--- src/rtl/mul_sequencer_if.sv ---
// Handshake and data bundle for mul_sequencer: request operands in, product and flags out.
interface mul_sequencer_if #(
  parameter int unsigned WIDTH = 32
);
  logic             Start;
  logic [3:0]       DPUSControl;
  logic [WIDTH-1:0] SrcA;
  logic [WIDTH-1:0] SrcB;
  logic [WIDTH-1:0] Result;
  logic [WIDTH-1:0] AuxResult;
  logic             Busy;
  logic             Done;
  logic             Err;
  logic             MulN;
  logic             MulZ;

  modport master (
    output Start, DPUSControl, SrcA, SrcB,
    input  Result, AuxResult, Busy, Done, Err, MulN, MulZ
  );

  modport slave (
    input  Start, DPUSControl, SrcA, SrcB,
    output Result, AuxResult, Busy, Done, Err, MulN, MulZ
  );
endinterface

--- src/rtl/mul_sequencer.sv ---
// Radix-2 shift-add multiplier (MUL / UMULL / SMULL) with start/done handshake.
// Optional macro MUL_EARLY_EXIT_EN ends the iteration once the multiplier runs out of set bits.
module mul_sequencer #(
  parameter int unsigned WIDTH = 32
) (
  input logic            clk,
  input logic            reset,
  mul_sequencer_if.slave bus
);
  localparam int unsigned CW = $clog2(WIDTH + 1);
  localparam logic [3:0] OpMul   = 4'b0100;
  localparam logic [3:0] OpUmull = 4'b0101;
  localparam logic [3:0] OpSmull = 4'b0111;

  typedef enum logic [1:0] {StIdle, StCalc, StSign, StDone} state_e;

  state_e             state_q, state_d;
  logic [3:0]         op_q, op_d;
  logic               neg_q, neg_d;
  logic [2*WIDTH-1:0] mcand_q, mcand_d;
  logic [WIDTH-1:0]   mplr_q, mplr_d;
  logic [2*WIDTH-1:0] acc_q, acc_d;
  logic [CW-1:0]      cnt_q, cnt_d;
  logic [WIDTH-1:0]   result_q, result_d;
  logic [WIDTH-1:0]   aux_q, aux_d;
  logic               err_q, err_d;
  logic               muln_q, muln_d;
  logic               mulz_q, mulz_d;

  logic               supported;
  logic [WIDTH-1:0]   abs_a, abs_b;
  logic [2*WIDTH-1:0] prod;
  logic               calc_last;

  assign supported = (bus.DPUSControl == OpMul) || (bus.DPUSControl == OpUmull) ||
                     (bus.DPUSControl == OpSmull);
  // Negating 0x8000_0000 wraps back to itself, which is the correct unsigned magnitude.
  assign abs_a = bus.SrcA[WIDTH-1] ? -bus.SrcA : bus.SrcA;
  assign abs_b = bus.SrcB[WIDTH-1] ? -bus.SrcB : bus.SrcB;
  assign prod  = neg_q ? -acc_q : acc_q;

`ifdef MUL_EARLY_EXIT_EN
  assign calc_last = (cnt_q == CW'(WIDTH - 1)) || (mplr_q[WIDTH-1:1] == '0);
`else
  assign calc_last = (cnt_q == CW'(WIDTH - 1));
`endif

  always_comb begin
    state_d  = state_q;
    op_d     = op_q;
    neg_d    = neg_q;
    mcand_d  = mcand_q;
    mplr_d   = mplr_q;
    acc_d    = acc_q;
    cnt_d    = cnt_q;
    result_d = result_q;
    aux_d    = aux_q;
    err_d    = err_q;
    muln_d   = muln_q;
    mulz_d   = mulz_q;
    unique case (state_q)
      StIdle: begin
        if (bus.Start) begin
          if (supported) begin
            op_d  = bus.DPUSControl;
            acc_d = '0;
            cnt_d = '0;
            if (bus.DPUSControl == OpSmull) begin
              mcand_d = {{WIDTH{1'b0}}, abs_a};
              mplr_d  = abs_b;
              neg_d   = bus.SrcA[WIDTH-1] ^ bus.SrcB[WIDTH-1];
            end else begin
              mcand_d = {{WIDTH{1'b0}}, bus.SrcA};
              mplr_d  = bus.SrcB;
              neg_d   = 1'b0;
            end
            state_d = StCalc;
          end else begin
            result_d = '0;
            aux_d    = '0;
            err_d    = 1'b1;
            muln_d   = 1'b0;
            mulz_d   = 1'b1;
            state_d  = StDone;
          end
        end
      end
      StCalc: begin
        if (mplr_q[0]) acc_d = acc_q + mcand_q;
        mcand_d = mcand_q << 1;
        mplr_d  = mplr_q >> 1;
        cnt_d   = cnt_q + CW'(1);
        if (calc_last) state_d = StSign;
      end
      StSign: begin
        acc_d    = prod;
        result_d = prod[WIDTH-1:0];
        err_d    = 1'b0;
        if (op_q == OpMul) begin
          aux_d  = '0;
          muln_d = prod[WIDTH-1];
          mulz_d = (prod[WIDTH-1:0] == '0);
        end else begin
          aux_d  = prod[2*WIDTH-1:WIDTH];
          muln_d = prod[2*WIDTH-1];
          mulz_d = (prod == '0);
        end
        state_d = StDone;
      end
      StDone:  state_d = StIdle;
      default: state_d = StIdle;
    endcase
  end

  always_ff @(posedge clk or negedge reset) begin
    if (!reset) begin
      state_q  <= StIdle;
      op_q     <= '0;
      neg_q    <= 1'b0;
      mcand_q  <= '0;
      mplr_q   <= '0;
      acc_q    <= '0;
      cnt_q    <= '0;
      result_q <= '0;
      aux_q    <= '0;
      err_q    <= 1'b0;
      muln_q   <= 1'b0;
      mulz_q   <= 1'b0;
    end else begin
      state_q  <= state_d;
      op_q     <= op_d;
      neg_q    <= neg_d;
      mcand_q  <= mcand_d;
      mplr_q   <= mplr_d;
      acc_q    <= acc_d;
      cnt_q    <= cnt_d;
      result_q <= result_d;
      aux_q    <= aux_d;
      err_q    <= err_d;
      muln_q   <= muln_d;
      mulz_q   <= mulz_d;
    end
  end

  assign bus.Result    = result_q;
  assign bus.AuxResult = aux_q;
  assign bus.Err       = err_q;
  assign bus.MulN      = muln_q;
  assign bus.MulZ      = mulz_q;
  assign bus.Busy      = (state_q == StCalc) || (state_q == StSign);
  assign bus.Done      = (state_q == StDone);
endmodule

--- src/flat_wrapper.sv ---
// flat-port wrapper written by rule: the top's interface ports become plain ports
module mul_sequencer_flat 
#(
  parameter int unsigned WIDTH = 32
)
  (clk, reset, bus_Start, bus_DPUSControl, bus_SrcA, bus_SrcB, bus_Result, bus_AuxResult, bus_Busy, bus_Done, bus_Err, bus_MulN, bus_MulZ);
  mul_sequencer_if #(.WIDTH(WIDTH)) bus_i ();
  input logic clk;
  input logic reset;
  input wire logic [$bits(bus_i.Start)-1:0] bus_Start;
  input wire logic [$bits(bus_i.DPUSControl)-1:0] bus_DPUSControl;
  input wire logic [$bits(bus_i.SrcA)-1:0] bus_SrcA;
  input wire logic [$bits(bus_i.SrcB)-1:0] bus_SrcB;
  output wire logic [$bits(bus_i.Result)-1:0] bus_Result;
  output wire logic [$bits(bus_i.AuxResult)-1:0] bus_AuxResult;
  output wire logic [$bits(bus_i.Busy)-1:0] bus_Busy;
  output wire logic [$bits(bus_i.Done)-1:0] bus_Done;
  output wire logic [$bits(bus_i.Err)-1:0] bus_Err;
  output wire logic [$bits(bus_i.MulN)-1:0] bus_MulN;
  output wire logic [$bits(bus_i.MulZ)-1:0] bus_MulZ;
  assign bus_i.Start = bus_Start;
  assign bus_i.DPUSControl = bus_DPUSControl;
  assign bus_i.SrcA = bus_SrcA;
  assign bus_i.SrcB = bus_SrcB;
  assign bus_Result = bus_i.Result;
  assign bus_AuxResult = bus_i.AuxResult;
  assign bus_Busy = bus_i.Busy;
  assign bus_Done = bus_i.Done;
  assign bus_Err = bus_i.Err;
  assign bus_MulN = bus_i.MulN;
  assign bus_MulZ = bus_i.MulZ;
  mul_sequencer #(.WIDTH(WIDTH)) u_core (.clk(clk), .reset(reset), .bus(bus_i));
endmodule
--- config.mk ---
export PLATFORM = sky130hd
export DESIGN_NAME = mul_sequencer_flat
export DESIGN_NICKNAME = d
export VERILOG_FILES = /design/src/rtl/mul_sequencer_if.sv /design/src/rtl/mul_sequencer.sv /design/src/flat_wrapper.sv
export SDC_FILE = /design/constraint.sdc
export NUM_CORES = 1
export LEC_CHECK = 0
export CAP_MARGIN = 10
export CORE_UTILIZATION = 55
export CTS_BUF_LIST = sky130_fd_sc_hd__clkbuf_4 sky130_fd_sc_hd__clkbuf_8
export DETAILED_ROUTE_END_ITERATION = 16
export PLACE_DENSITY = 0.81
export REMOVE_ABC_BUFFERS = 1
export SLEW_MARGIN = 20
export SYNTH_ARGS = -nofsm -noshare
export SYNTH_HDL_FRONTEND = slang
export SYNTH_SLANG_ARGS = --single-unit
--- constraint.sdc ---
create_clock -name clk -period 5.4 [get_ports clk]
set_input_delay 1.62 -clock clk [delete_from_list [all_inputs] [get_ports clk]]
set_output_delay 1.62 -clock clk [all_outputs]
set_load 0.005 [all_outputs]
==> impl_table.tex <==
\begin{tabular}{lr}
\hline
Metric & Value \\
\hline
\multicolumn{2}{l}{\textbf{Worst setup path}} \\
Crit path largest cell delay & 0.63 ns \\
Launching point of the worst reg2reg path & u\_core.acc\_q[10] \\
R2R cell count & 10 \\
Worst setup path class & flip-flop to flip-flop \\
Cell type of the slowest stage on the worst timing path & sky130\_fd\_sc\_hd\_\_or4\_1 \\
Nature of the critical path endpoint & flip-flop \\
Endpoint arrival time on the critical path & 5.13 ns \\
Cell repeated most along the worst path & sky130\_fd\_sc\_hd\_\_or4\_1 \\
Register-to-Register Setup Slack & 0.72 ns \\
Critical path launch point type & flip-flop \\
Maximum fanout encountered on the critical timing path & 10 \\
Required time of the critical path & 5.85 ns \\
Endpoint of the worst register-to-register path & u\_core.bus.MulZ \\
Cell-by-cell trace of the critical path & or4\_4 -> or4\_1 -> or3\_1 -> or4\_1 -> o31ai\_2 -> xor2\_1 -> nand3\_1 -> or4\_1 -> or4\_1 -> a222oi\_1 \\
\multicolumn{2}{l}{\textbf{STA}} \\
Share of the clock period used by the worst path after layout & 86.7\% \\
Worst slack on hold paths & 0.466 ns \\
Total setup violations reported at the end of the flow & 0 \\
Fmax & 0.214 GHz \\
Setup tns final & 0 ns \\
Worst relative slew slack & 34.1\% \\
Tmin final & 4.68 ns \\
Pins over their slew limit & 0 \\
Setup repair after global routing missed its margin & false \\
Final-report hold violation count & 0 \\
Slew at the pin closest to its max-slew limit & 0.989 ns \\
Setup WS post-layout & 0.720 ns \\
Worst setup skew after layout & 0.0354 ns \\
\multicolumn{2}{l}{\textbf{Logic synthesis}} \\
Adder-Cell Fraction of Synth Area & 5.36\% \\
Share of flip-flops with an asynchronous set or reset after synthesis & 100\% \\
Number of enable flip-flop cells after synthesis & 0 \\
Mux contribution to synthesized area & 0.665\% \\
Area fraction in compound gates after synthesis & 24.4\% \\
Post-synthesis cell type with the largest combined area & sky130\_fd\_sc\_hd\_\_dfrtp\_1 \\
Proportion of netlist area held by the largest area contributor & 35.5\% \\
Count of cell types in the netlist & 71 \\
Xor-xnor portion of the synthesized cell area & 9.05\% \\
Syn Area/Cell & 7.95 µm² \\
Ys Warns & 0 \\
Combinational family with the most area after synthesis & compound AO/OA/AOI/OAI gates \\
Number of register bits inferred by synthesis & 240 \\
Post-synthesis cell count & 2129 \\
Synth Area in Simple Gates & 21.4\% \\
Sequential share of the synthesized area & 35.5\% \\
Top\_reg\_cell synth & sky130\_fd\_sc\_hd\_\_dfrtp\_1 \\
Largest cells by area after synthesis & sky130\_fd\_sc\_hd\_\_dfrtp\_1 (35\%), sky130\_fd\_sc\_hd\_\_nand2\_1 (8.0\%), sky130\_fd\_sc\_hd\_\_o21ai\_0 (7.1\%) \\
Mapped Area & 16900 µm² \\
\multicolumn{2}{l}{\textbf{Clock tree}} \\
Clock tree root buffer cell & sky130\_fd\_sc\_hd\_\_clkbuf\_8 \\
CTS tree & yes \\
Number of buffers created by CTS & 43 \\
Maximum root-to-sink buffer count & 3 \\
Hold Buf Count CTS & 0 \\
Number of clock sinks & 240 \\
Worst skew pair latency & 0.56 ns \\
Clock edge transition at the registers on the reported setup and hold paths & 0.06 ns \\
Number of setup buffers added after CTS & 0 \\
CTS H-tree lvls & 2 \\
Quantity of gates resized following cts & 0 \\
\multicolumn{2}{l}{\textbf{Run status}} \\
Result of the run & completed \\
\multicolumn{2}{l}{\textbf{Power and ir drop}} \\
Maximum vdd ir drop & 0.373 mV \\
Clock network fraction of design power & 19.2\% \\
Switching Power & 4.78 mW \\
Net switching fraction of the power & 47.4\% \\
Portion of total power attributed to combinational logic & 52.6\% \\
Internal Pwr Total & 5.29 mW \\
Power Dens Cells & 515 nW/µm² \\
Leakage Power & 8.49 nW \\
Register share of total power & 28.2\% \\
\multicolumn{2}{l}{\textbf{Floorplan}} \\
Placeable core region & 30000 µm² \\
Chip Height & 177 µm \\
Total I/O pin count & 140 \\
Horizontal extent of the die & 177 µm \\
Starting Density & 56.5\% \\
Full die area & 31500 µm² \\
Number of placement rows & 63 \\
\multicolumn{2}{l}{\textbf{Place}} \\
Pre-CTS setup slack & 0.563 ns \\
Routability congestion estimate from global placement & 1.02 \\
DP Wirelength & 37800 µm \\
Instance area at placement & 18600 µm² \\
Total of buffers placed on input and output ports & 139 \\
Post-Place Cells & 2549 \\
\multicolumn{2}{l}{\textbf{Detailed routing}} \\
Starting DRC count in detailed routing & 1987 \\
Number of detailed-routing iterations run before antenna repair & 8 \\
Count of unresolved DRC violations after routing & 0 \\
Number of vias in the routed layout & 16480 \\
Detail-routed net length per standard cell & 19.1 µm \\
Sum of routed wire length over all layers & 50100 µm \\
Vias per cell & 6.28 \\
Count of nets left with antenna violations after detail routing & 0 \\
\multicolumn{2}{l}{\textbf{Final layout}} \\
Net total in the final layout & 2347 \\
Growth of design area from synthesis to finish & 15.4\% \\
Number of cells in the finished layout apart from fillers & 2626 \\
Fill count & 2613 \\
Share of post-route cells with drive strength above 1 & 5.95\% \\
Post-layout instance area & 19500 µm² \\
Diodes inserted & 0 \\
\multicolumn{2}{l}{\textbf{Global routing}} \\
Largest net degree at the start of global routing & 103 \\
Vias in the first global route & 15298 \\
Aggregate global routing overflow & 0 \\
Antenna violations before repair & 0 \\
First-pass GRT wire length & 81500 µm \\
GRT Util Overall & 32.4\% \\
\multicolumn{2}{l}{\textbf{Flow run}} \\
Maximum Capacitance Violations & 0 \\
\multicolumn{2}{l}{\textbf{Min path}} \\
Worst Min Path Start & u\_core.op\_q[2] \\
Worst Hold Class & flip-flop to flip-flop \\
End point of the worst hold path & u\_core.op\_q[2] \\
Min-Delay Path Depth & 1 \\
\hline
\end{tabular}
placed cells by master, fill, tap and decap left out, types with 38 or more instances in the layout:
cell	netlist	layout
sky130_fd_sc_hd__xor2_1	108	108
sky130_fd_sc_hd__nand3_1	73	73
sky130_fd_sc_hd__or3_1	38	38
sky130_fd_sc_hd__o21ai_0	239	239
sky130_fd_sc_hd__nor3_1	45	45
sky130_fd_sc_hd__xnor2_1	67	67
sky130_fd_sc_hd__a21oi_1	193	192
sky130_fd_sc_hd__dfrtp_1	240	239
sky130_fd_sc_hd__clkdlybuf4s50_1	0	138
sky130_fd_sc_hd__o31ai_1	43	43
sky130_fd_sc_hd__ha_1	71	70
sky130_fd_sc_hd__nand2_1	361	360
sky130_fd_sc_hd__nor2_1	143	143
sky130_fd_sc_hd__clkbuf_8	0	56
layer usage:
metal  wire length (µm)  global-route usage (%)  up-vias
li1                   -                       -     7841
met3               5340                    5.85       89
met5                  0                       0        -
met1              22500                    48.1     7719
met4                970                    7.80        0
met2              21300                    48.5      831
power by group through the flow:
stage	Sequential [mW]	Combinational [mW]	Clock, mW
after floorplan	2.66	3.51	0
after global placement	2.82	5.09	0
after detailed placement	2.84	5.20	0
after CTS	2.81	5.22	1.96
after global routing	2.89	5.83	2.04
final	2.84	5.30	1.93
stage by stage:
step / utilization (%) / power (mW)
after floorplan: - / 6.16
after global placement: 61.9 / 7.91
after detailed placement: 61.9 / 8.04
after CTS: 65.2 / 9.99
after global routing: 65.2 / 10.8
final: 65.2 / 10.1
cell families (layout without fill, tap and decap cells):
family                   Yosys count  after routing
multiplexers                      11             11
flip-flops                       240            240
adder cells (fa/ha/maj)           72             72
XOR/XNOR                         175            175
buffers and inverters            162            269
AO/OA/AOI/OAI                    676            676
AND/OR/NAND/NOR                  793            793
worst max-delay path: cells and delay by family, from the launching register on:
family | cells | cell delay (ns)
and+or+nand+nor | 7 | 3.23
AOI/OAI and AO/OA | 2 | 0.53
DFF | 1 | 0.51
xor gates and xnor gates | 1 | 0.32
synthesized netlist by cell type, drive strengths merged, types with 3 or more instances:
library cell / n
a211o: 6
a211oi: 7
a21boi: 13
a21o: 33
a21oi: 193
a221o: 4
a22o: 13
a22oi: 12
a31oi: 12
and2: 9
and3: 14
buf: 13
clkbuf: 120
dfrtp: 240
ha: 71
inv: 28
mux2i: 9
nand2: 361
nand2b: 7
nand3: 73
nand4: 37
nor2: 143
nor2b: 8
nor3: 45
nor4: 14
o2111ai: 3
o211ai: 4
o21a: 13
o21ai: 241
o21bai: 10
o221ai: 15
o22ai: 8
o311ai: 3
o31a: 5
o31ai: 44
o41ai: 17
or2: 12
or3: 40
or4: 22
xnor2: 67
xor2: 108
cell type report:
cell class | count | area (µm²) | share of cell area (%)
inverter | 29 | 109 | 0.557
clock inverter | 10 | 136 | 0.698
multi-input combinational | 1727 | 10300 | 53.0
tap | 390 | 488 | 2.50
sequential | 240 | 6010 | 30.7
timing repair buffer | 163 | 1600 | 8.19
clock buffer | 67 | 853 | 4.37
state kept, by name, summed over array words and instances (netlist names), 2 cells and up:
name	flops
u_core.state_q	2
u_core.bus.Result	32
u_core.mcand_q	64
u_core.mplr_q	32
u_core.op_q	4
u_core.cnt_q	6
u_core.acc_q	64
u_core.bus.AuxResult	32
worst max path at each step:
stage,start,to,cells after the start
6_report,u_core.acc_q[10],u_core.bus.MulZ,10
5_1_grt,u_core.acc_q[1],u_core.bus.MulZ,12
4_1_cts,u_core.acc_q[10],u_core.bus.MulZ,10
3_5_place_dp,bus_SrcB[6],u_core.mplr_q[30],11
3_3_place_gp,bus_SrcA[3],u_core.mcand_q[29],11
2_1_floorplan,u_core.state_q[1],u_core.cnt_q[0],5
No activity file was read; power rests on OpenSTA's default activity.
